$ cat src/rtl/input_filter_pkg.sv
// Shared constants for the multi-channel input filter.
//   FILT_CNT_W   : default integrator counter width
//   FILT_CNT_MAX : default counter saturation ceiling
//   FILT_TH_HI   : default count at or above which the clean level sets
//   FILT_TH_LO   : default count at or below which the clean level clears
//   SYNC_STAGES  : depth of the per-channel metastability synchroniser
//   filt_params_ok() : legality check used at elaboration time
package input_filter_pkg;

    localparam int FILT_CNT_W   = 8;
    localparam int FILT_CNT_MAX = 7;
    localparam int FILT_TH_HI   = 5;
    localparam int FILT_TH_LO   = 2;
    localparam int SYNC_STAGES  = 2;

    // The thresholds must leave a non-empty hysteresis band inside [0, CNT_MAX],
    // and the ceiling must fit in the counter.
    function automatic bit filt_params_ok(int cnt_w, int cnt_max, int th_hi, int th_lo);
        bit fits;
        fits = (cnt_w >= 1) && ((cnt_w >= 31) || (cnt_max < (1 << cnt_w)));
        return fits && (th_lo >= 0) && (th_lo < th_hi) && (th_hi <= cnt_max);
    endfunction

endpackage

$ cat src/rtl/input_filter_ch.sv
// One filter channel: 2-flop synchroniser, saturating up/down integrator,
// hysteresis output register and registered rise/fall strobes.
// Ports:
//   Clk  : clock, rising edge
//   Rst  : asynchronous active-high reset
//   En   : integrator update enable (synchroniser always runs)
//   DIn  : raw asynchronous input
//   DOut : filtered level
//   Rise : one-cycle pulse coincident with DOut 0->1
//   Fall : one-cycle pulse coincident with DOut 1->0
module input_filter_ch
    import input_filter_pkg::*;
#(
    parameter int CNT_W   = FILT_CNT_W,
    parameter int CNT_MAX = FILT_CNT_MAX,
    parameter int TH_HI   = FILT_TH_HI,
    parameter int TH_LO   = FILT_TH_LO
) (
    input  logic Clk,
    input  logic Rst,
    input  logic En,
    input  logic DIn,
    output logic DOut,
    output logic Rise,
    output logic Fall
);

    localparam logic [CNT_W-1:0] CNT_MAX_C = CNT_W'(CNT_MAX);
    localparam logic [CNT_W-1:0] TH_HI_C   = CNT_W'(TH_HI);
    localparam logic [CNT_W-1:0] TH_LO_C   = CNT_W'(TH_LO);
    localparam logic [CNT_W-1:0] ONE_C     = CNT_W'(1);

    logic [SYNC_STAGES-1:0] sync_reg;
    logic                   sample;
    logic [CNT_W-1:0]       count_reg;
    logic [CNT_W-1:0]       count_next;
    logic                   dout_reg;
    logic                   dout_next;
    logic                   rise_reg;
    logic                   fall_reg;

    // Only the last synchroniser stage is allowed to influence the integrator.
    assign sample = sync_reg[SYNC_STAGES-1];

    always_comb begin
        count_next = count_reg;
        dout_next  = dout_reg;
        if (En) begin
            if (sample && (count_reg < CNT_MAX_C)) begin
                count_next = count_reg + ONE_C;
            end else if (!sample && (count_reg != '0)) begin
                count_next = count_reg - ONE_C;
            end
            // Thresholds are judged on the new count so the output moves on
            // the same edge the count crosses them.
            if (count_next >= TH_HI_C) begin
                dout_next = 1'b1;
            end else if (count_next <= TH_LO_C) begin
                dout_next = 1'b0;
            end
        end
    end

    always_ff @(posedge Clk or posedge Rst) begin
        if (Rst) begin
            sync_reg  <= '0;
            count_reg <= '0;
            dout_reg  <= 1'b0;
            rise_reg  <= 1'b0;
            fall_reg  <= 1'b0;
        end else begin
            sync_reg  <= {sync_reg[SYNC_STAGES-2:0], DIn};
            count_reg <= count_next;
            dout_reg  <= dout_next;
            // dout_next equals dout_reg whenever En is low, so no strobe then.
            rise_reg  <= dout_next & ~dout_reg;
            fall_reg  <= ~dout_next & dout_reg;
        end
    end

    assign DOut = dout_reg;
    assign Rise = rise_reg;
    assign Fall = fall_reg;

endmodule

$ cat src/rtl/input_filter_mc.sv
// Multi-channel debounce/glitch filter: CH independent input_filter_ch
// instances sharing clock, reset and enable.
// Ports:
//   Clk  : clock, rising edge
//   Rst  : asynchronous active-high reset
//   En   : integrator update enable for all channels
//   DIn  : [CH-1:0] raw asynchronous inputs
//   DOut : [CH-1:0] filtered levels
//   Rise : [CH-1:0] one-cycle rising strobes
//   Fall : [CH-1:0] one-cycle falling strobes
module input_filter_mc
    import input_filter_pkg::*;
#(
    parameter int CH      = 4,
    parameter int CNT_W   = FILT_CNT_W,
    parameter int CNT_MAX = FILT_CNT_MAX,
    parameter int TH_HI   = FILT_TH_HI,
    parameter int TH_LO   = FILT_TH_LO
) (
    input  logic          Clk,
    input  logic          Rst,
    input  logic          En,
    input  logic [CH-1:0] DIn,
    output logic [CH-1:0] DOut,
    output logic [CH-1:0] Rise,
    output logic [CH-1:0] Fall
);

    if (CH < 1) begin : g_bad_ch
        $error("input_filter_mc: CH must be at least 1");
    end

    if (!filt_params_ok(CNT_W, CNT_MAX, TH_HI, TH_LO)) begin : g_bad_params
        $error("input_filter_mc: need 0 <= TH_LO < TH_HI <= CNT_MAX < 2**CNT_W");
    end

    for (genvar gi = 0; gi < CH; gi++) begin : g_ch
        input_filter_ch #(
            .CNT_W   (CNT_W),
            .CNT_MAX (CNT_MAX),
            .TH_HI   (TH_HI),
            .TH_LO   (TH_LO)
        ) u_ch (
            .Clk  (Clk),
            .Rst  (Rst),
            .En   (En),
            .DIn  (DIn[gi]),
            .DOut (DOut[gi]),
            .Rise (Rise[gi]),
            .Fall (Fall[gi])
        );
    end

endmodule

$ cat config.mk
export PLATFORM = sky130hd
export DESIGN_NAME = input_filter_mc
export DESIGN_NICKNAME = d
export VERILOG_FILES = /design/src/rtl/input_filter_pkg.sv /design/src/rtl/input_filter_ch.sv /design/src/rtl/input_filter_mc.sv
export SDC_FILE = /design/constraint.sdc
export NUM_CORES = 1
export LEC_CHECK = 0
export CELL_PAD_IN_SITES_DETAIL_PLACEMENT = 1
export CELL_PAD_IN_SITES_GLOBAL_PLACEMENT = 1
export CORE_ASPECT_RATIO = 0.7
export CORE_MARGIN = 2
export CORE_UTILIZATION = 50
export DETAILED_ROUTE_END_ITERATION = 12
export PLACE_DENSITY_LB_ADDON = 0.3
export REMOVE_ABC_BUFFERS = 1
export SLEW_MARGIN = 20
export SYNTH_ARGS = -nofsm -noshare
export SYNTH_HDL_FRONTEND = slang
export SYNTH_SLANG_ARGS = --single-unit
$ cat constraint.sdc
create_clock -name Clk -period 6.95 [get_ports Clk]
set_input_delay 1.39 -clock Clk [delete_from_list [all_inputs] [get_ports Clk]]
set_output_delay 1.39 -clock Clk [all_outputs]
set_load 0.02 [all_outputs]
==> results.yml, run 1 <==
status:
  status: "complete, no violations"
timing:
  tns_ns: 0
  finClkSkew_ns: 0.0101
  period_share_pct: 42.5
  period_needed_ns: 2.96
  slew_viol_final: 0
  rsz0062_at_grt: "false"
  fin_hold_ws_ns: 0.357
  finalHoldViolCount: 0
  slew_headroom_pct: 53.8
  worst_pin_slew_ns: 0.686
  fmaxAchievable_ghz: 0.338
  setup_viol: 0
synth:
  ys_seq_elements: 52
  synth_top_family_by_area: "simple AND/OR/NAND/NOR gates"
  ys_warn_count: 0
  syn-instance-count: 360
  ys_types: 65
  syn_avg_cell_area_um2: 9.30
  synth-xor-area-share_pct: 4.45
  ys_async_sr_fraction_pct: 100
  synth-simple-area-share_pct: 24.1
  synth.cell_area_um2: 3350
  synth_compound_area_share_pct: 20.0
  synthFlopType: "dfrtp_1"
  synth-adder-area-share_pct: 2.99
  synth_mux_area_share_pct: 2.24
  synth_edf_count: 0
  yosysSeqAreaShare_pct: 38.8
floorplanning:
  rows: 24
  die_x_um: 102
  pin_count: 19
  dieArea_um2: 7380
  core_um2: 6370
  die_height_um: 72.5
  start_util_pct: 52.6
placement:
  hpwl_um: 5650
  dp_cells: 443
  portBuffers: 18
  place_congestion: 0.836
  placed_area_um2: 3490
clock_network:
  cts_tree: "done"
  cts_max_path_buffers: 2
  clkLatencyLatePin_ns: 0.32
  ctsHoldBuffers: 0
  htree_levels: 2
  post_cts_resized: 0
  clkTransAtPathRegs_ns: 0.10
  cts_sinks: 52
  cts_setup_buffers: 0
  cts-buffers-inserted: 5
  cts_root_buffer: "clkbuf_8"
drt:
  first_iter_violations: 110
  wl_um: 7980
  wl_per_cell_um: 17.7
  viasPerCell: 6.07
  drt_first_pass_iters: 4
  vias: 2739
  antenna_left: 0
  drc: 0
power:
  finalPower_mw: 1.58
  vdd_drop_max_v: 0.000165
  power_density_nw_per_um2: 442
  leakage_nw: 1.47
finish:
  seqCellArea_um2: 1300
  final_common_cell: "dfrtp_1"
  nFillCells: 750
  fin_nets: 374
  antenna_cells: 0
  stdcell_count: 451
  drive_gt1_share_pct: 9.17
  final_cell_mix: "dfrtp_1 (52), nand2_1 (25), nor2_1 (22), inv_1 (20), o21ai_0 (20)"
  stdcell_area_um2: 3580
  largest_reg_flops: 32
  multi_input_area_um2: 1800
  area_growth_pct: 6.91
global_route:
  antenna_found_initial: 0
  overflow: 0
  grtUsageTotal_pct: 23.5
  grt_pass1_vias: 2754
  grt_pass1_wl_um: 13700
  grt_max_degree: 53
worst_setup_path:
  r2r-end: "g_ch[0].u_ch.DOut"
  cp-start-kind: "primary input"
  crit_end: "g_ch[0].u_ch.DOut"
  ff2ff_path_depth: 8
  critPathKind: "in -> reg"
  r2r_start: "g_ch[0].u_ch.count_reg[0]"
  crit_required_ns: 7.16
  cp_max_fo: 38
  crit_path_start: "En"
  endpoint_kind: "flop"
  cp.arrival_ns: 3.16
  reg2reg_slack_ns: 4.04
run:
  cap_violations: 0
min_path:
  worstHoldPathType: "reg -> reg"
[critical path, cell delays in order]
cell and delay (ns):
clkdlybuf4s50_1 0.45, buf_4 0.37, nand2_1 0.09, a311oi_1 0.39
nand4b_4 0.15, a221o_1 0.31
[how the worst min path moves through the flow]
| stage | slack, ns | cells past startpoint | startpoint | endpoint |
|---|---|---|---|---|
| 4_1_cts | 0.36 | 0 | g_ch[1].u_ch.sync_reg[0] | g_ch[1].u_ch.sync_reg[1] |
| 6_report | 0.36 | 0 | g_ch[1].u_ch.sync_reg[0] | g_ch[1].u_ch.sync_reg[1] |
| 3_5_place_dp | 0.34 | 0 | g_ch[0].u_ch.sync_reg[0] | g_ch[0].u_ch.sync_reg[1] |
| 5_1_grt | 0.37 | 0 | g_ch[0].u_ch.sync_reg[0] | g_ch[0].u_ch.sync_reg[1] |
| 3_3_place_gp | 0.33 | 0 | g_ch[2].u_ch.sync_reg[0] | g_ch[2].u_ch.sync_reg[1] |
| 2_1_floorplan | 0.33 | 0 | g_ch[0].u_ch.sync_reg[0] | g_ch[0].u_ch.sync_reg[1] |
[metrics by stage]
step / utilization [%] / worst slack, ns
after floorplan: - / 4.30
after global placement: 54.8 / 3.76
final: 56.3 / 3.99
after detailed placement: 54.8 / 3.68
after global routing: 56.3 / 3.85
after CTS: 56.3 / 4.00
[metal layers]
layer  vias to the layer above  part of all wire [%]  global-route usage [%]
met5                         -                     0                       0
met4                         0                   1.2                    7.26
met3                        10                   2.1                    3.47
met2                        29                    45                    36.1
met1                      1388                    51                    34.6
li1                       1312                     -                       -
[kinds of logic after synthesis]
logic type	after synthesis
flip-flops	52
XOR/XNOR	17
adder cells (fa/ha/maj)	8
buffers and inverters	49
AND/OR/NAND/NOR	139
multiplexers	7
AO/OA/AOI/OAI	88
[report_power, final]
group          total [mW]  switching [mW]  internal [mW]
Sequential          0.620           0.207          0.413
Combinational       0.778           0.439          0.339
Clock               0.186           0.114         0.0719
Total                1.58           0.760          0.824
[Yosys cell counts, types with 4 or more instances]
master	n	area share, %
nor3b_1	8	1.8
o21ai_0	20	3.0
o21ai_1	4	0.60
nor3_1	17	2.5
nand2_1	25	2.8
clkbuf_1	11	1.2
ha_1	8	3.0
dfrtp_1	52	39
buf_4	12	2.7
and3_1	6	1.1
nand4_1	7	1.3
or3_1	4	0.75
inv_1	21	2.4
nand3_1	10	1.5
nor2_1	22	2.5
nor2b_1	4	0.75
xnor2_1	9	2.4
a21oi_1	14	2.1
or4_4	4	1.3
nand2b_1	5	0.93
a21o_1	7	1.6
a31oi_1	5	0.93
nor4_1	12	2.2
o211ai_1	5	1.1
xor2_1	8	2.1
mux2_2	4	1.3
[final cells by class]
type / count / area share (%)
Clock inverter: 3 / 0.594
Tap cell: 91 / 3.18
Timing Repair Buffer: 20 / 5.45
Multi-Input combinational cell: 259 / 50.3
Clock buffer: 5 / 1.92
Sequential cell: 52 / 36.3
Inverter: 21 / 2.20
Power figures use the tool's default switching activity.
==> run 2, diff against run 1 <==
--- a/config.mk
+++ b/config.mk
@@ -9,7 +9,7 @@
 export CELL_PAD_IN_SITES_GLOBAL_PLACEMENT = 1
 export CORE_ASPECT_RATIO = 0.7
 export CORE_MARGIN = 2
-export CORE_UTILIZATION = 50
+export CORE_UTILIZATION = 47
 export DETAILED_ROUTE_END_ITERATION = 12
 export PLACE_DENSITY_LB_ADDON = 0.3
 export REMOVE_ABC_BUFFERS = 1
==> constraint.sdc (replaced) <==
create_clock -name Clk -period 2.75 [get_ports Clk]
set_input_delay 0.55 -clock Clk [delete_from_list [all_inputs] [get_ports Clk]]
set_output_delay 0.55 -clock Clk [all_outputs]
set_load 0.02 [all_outputs]
==> results.yml, run 2 (synthesis gave the netlist of run 1 again) <==
drt:
  wl_per_cell_um: 17.0
  wl_um: 7820
  first_iter_violations: 116
  drt_first_pass_iters: 4
  antenna_left: 0
  drc: 0
  vias: 2738
  viasPerCell: 5.97
worst_setup_path:
  critPathSlowestCell: "or3b_2"
  critical_path.cell_chain: "inv_1 > ha_2 > or3b_2 > nor2_1 > mux2_2 > a311oi_2 > a21oi_1 > a221o_1"
  endpoint_kind: "flop"
  cp.arrival_ns: 2.84
  reg2reg_slack_ns: 0.11
  crit_required_ns: 2.95
  cp-start-kind: "flop"
  cp_max_fo: 6
  crit_path_start: "g_ch[0].u_ch.count_reg[0]"
  worst-path-buf-inv: 1
  r2r_start: "g_ch[0].u_ch.count_reg[0]"
  critPathKind: "reg -> reg"
  cp_slowest_stage_delay_ns: 0.51
  cp_top_family: "simple AND/OR/NAND/NOR gates"
timing:
  period_needed_ns: 2.64
  finalHoldViolCount: 0
  rsz0062_at_grt: "false"
  worst_pin_slew_ns: 0.608
  setup_viol: 0
  finalWorstSetupSlack_ns: 0.109
  tns_ns: 0
  period_share_pct: 96.0
  fmaxAchievable_ghz: 0.379
  slew_viol_final: 0
  finClkSkew_ns: 0.0107
  slew_headroom_pct: 59.2
floorplanning:
  die_height_um: 74.6
  dieArea_um2: 7830
  pin_count: 19
  rows: 25
  die_x_um: 105
  start_util_pct: 49.1
  core_um2: 6820
clock_network:
  cts_setup_buffers: 0
  clkLatencyLatePin_ns: 0.31
  htree_levels: 2
  post_cts_resized: 0
  cts_max_path_buffers: 2
  clkTransAtPathRegs_ns: 0.09
  cts-buffers-inserted: 5
  ctsHoldBuffers: 0
  cts_tree: "done"
  cts_sinks: 52
  cts_root_buffer: "clkbuf_8"
power:
  p_switching_mw: 1.88
  swShare_pct: 46.7
  internal_power_mw: 2.15
  combPwrFrac_pct: 50.4
  power_density_nw_per_um2: 1100
  vdd_drop_max_v: 0.000413
  p_clk_share_pct: 11.6
  seq_power_share_pct: 38.0
  leakage_nw: 1.51
global_route:
  grt_pass1_vias: 2769
  grt_max_degree: 34
  overflow: 0
  antenna_found_initial: 0
  grtUsageTotal_pct: 22.1
  grt_pass1_wl_um: 13800
finish:
  nFillCells: 826
  final_common_cell: "dfrtp_1"
  area_growth_pct: 9.41
  fin_nets: 379
  final_cell_mix: "dfrtp_1 (52), nand2_1 (25), nor2_1 (22), inv_1 (20), o21ai_0 (20)"
  multi_input_area_um2: 1820
  drive_gt1_share_pct: 11.0
  antenna_cells: 0
  seqCellArea_um2: 1300
  largest_reg_flops: 32
placement:
  place_congestion: 0.869
  portBuffers: 18
  hpwl_um: 5710
  pre_cts_ws_ns: 0.0610
min_path:
  worstHoldPathType: "reg -> reg"
  hp-start: "g_ch[3].u_ch.sync_reg[0]"
status:
  status: "complete, no violations"
run:
  cap_violations: 0
## run 2: changes by cell type in the layout (fill, tap and decap cells not counted), sizes merged
cell	delta
inv	-1
clkinv	-1
buf	+5
clkbuf	+2
## run 2: path summary, 6_finish.rpt
check | end | depth (start not counted)
setup / recovery | g_ch[0].u_ch.DOut | 8
hold / removal | g_ch[3].u_ch.sync_reg[1] | 0
setup reg to reg | g_ch[0].u_ch.DOut | 8
hold reg to reg | g_ch[3].u_ch.sync_reg[1] | 0
max in group asynchronous | g_ch[2].u_ch.Fall | 3
min in group asynchronous | g_ch[1].u_ch.sync_reg[1] | 2
## run 2: layer usage
layer	share of wire, %	up-vias	routed length (um)	global-route usage, %
met2	46	25	3600	36.0
met3	2.4	6	189	3.81
met1	51	1382	3970	31.3
met4	0.84	0	66	5.19
li1	-	1325	-	-
met5	0	-	0	0
## run 2: cell type report
cell class,count,share of cell area [%]
multi-input cells,259,49.5
repair buffers,25,7.03
well taps,94,3.21
flip-flops and latches,52,35.5
clock inverters,1,0.205
inverters,21,2.15
clock buffers,7,2.36
## run 2: through the flow
stage / utilization [%] / hold slack (ns) / cell area, um2 / cells / power, mW
after floorplan: - / 0.331 / 3180 / 332 / 2.91
after global placement: 52.2 / 0.331 / 3560 / 451 / 3.42
after detailed placement: 52.2 / 0.337 / 3560 / 451 / 3.53
after CTS: 53.5 / 0.360 / 3650 / 459 / 4.02
after global routing: 53.7 / 0.367 / 3660 / 459 / 4.38
final: 53.7 / 0.358 / 3660 / 459 / 4.04
## run 2: power groups by stage
stage | logic [mW] | clock network [mW] | registers (mW)
floorplan | 1.42 | 0 | 1.49
global placement | 1.91 | 0 | 1.51
detailed placement | 2.00 | 0 | 1.53
CTS | 2.02 | 0.486 | 1.52
global route | 2.26 | 0.514 | 1.60
finish | 2.03 | 0.469 | 1.53
==> run 3, diff against run 2 <==
--- a/config.mk
+++ b/config.mk
@@ -10,6 +10,7 @@
 export CORE_ASPECT_RATIO = 0.7
 export CORE_MARGIN = 2
 export CORE_UTILIZATION = 47
+export CTS_CLUSTER_DIAMETER = 80
 export DETAILED_ROUTE_END_ITERATION = 12
 export PLACE_DENSITY_LB_ADDON = 0.3
 export REMOVE_ABC_BUFFERS = 1
==> results of run 3 <==
No change in the layout: final DEF, timing and power equal those of run 2.
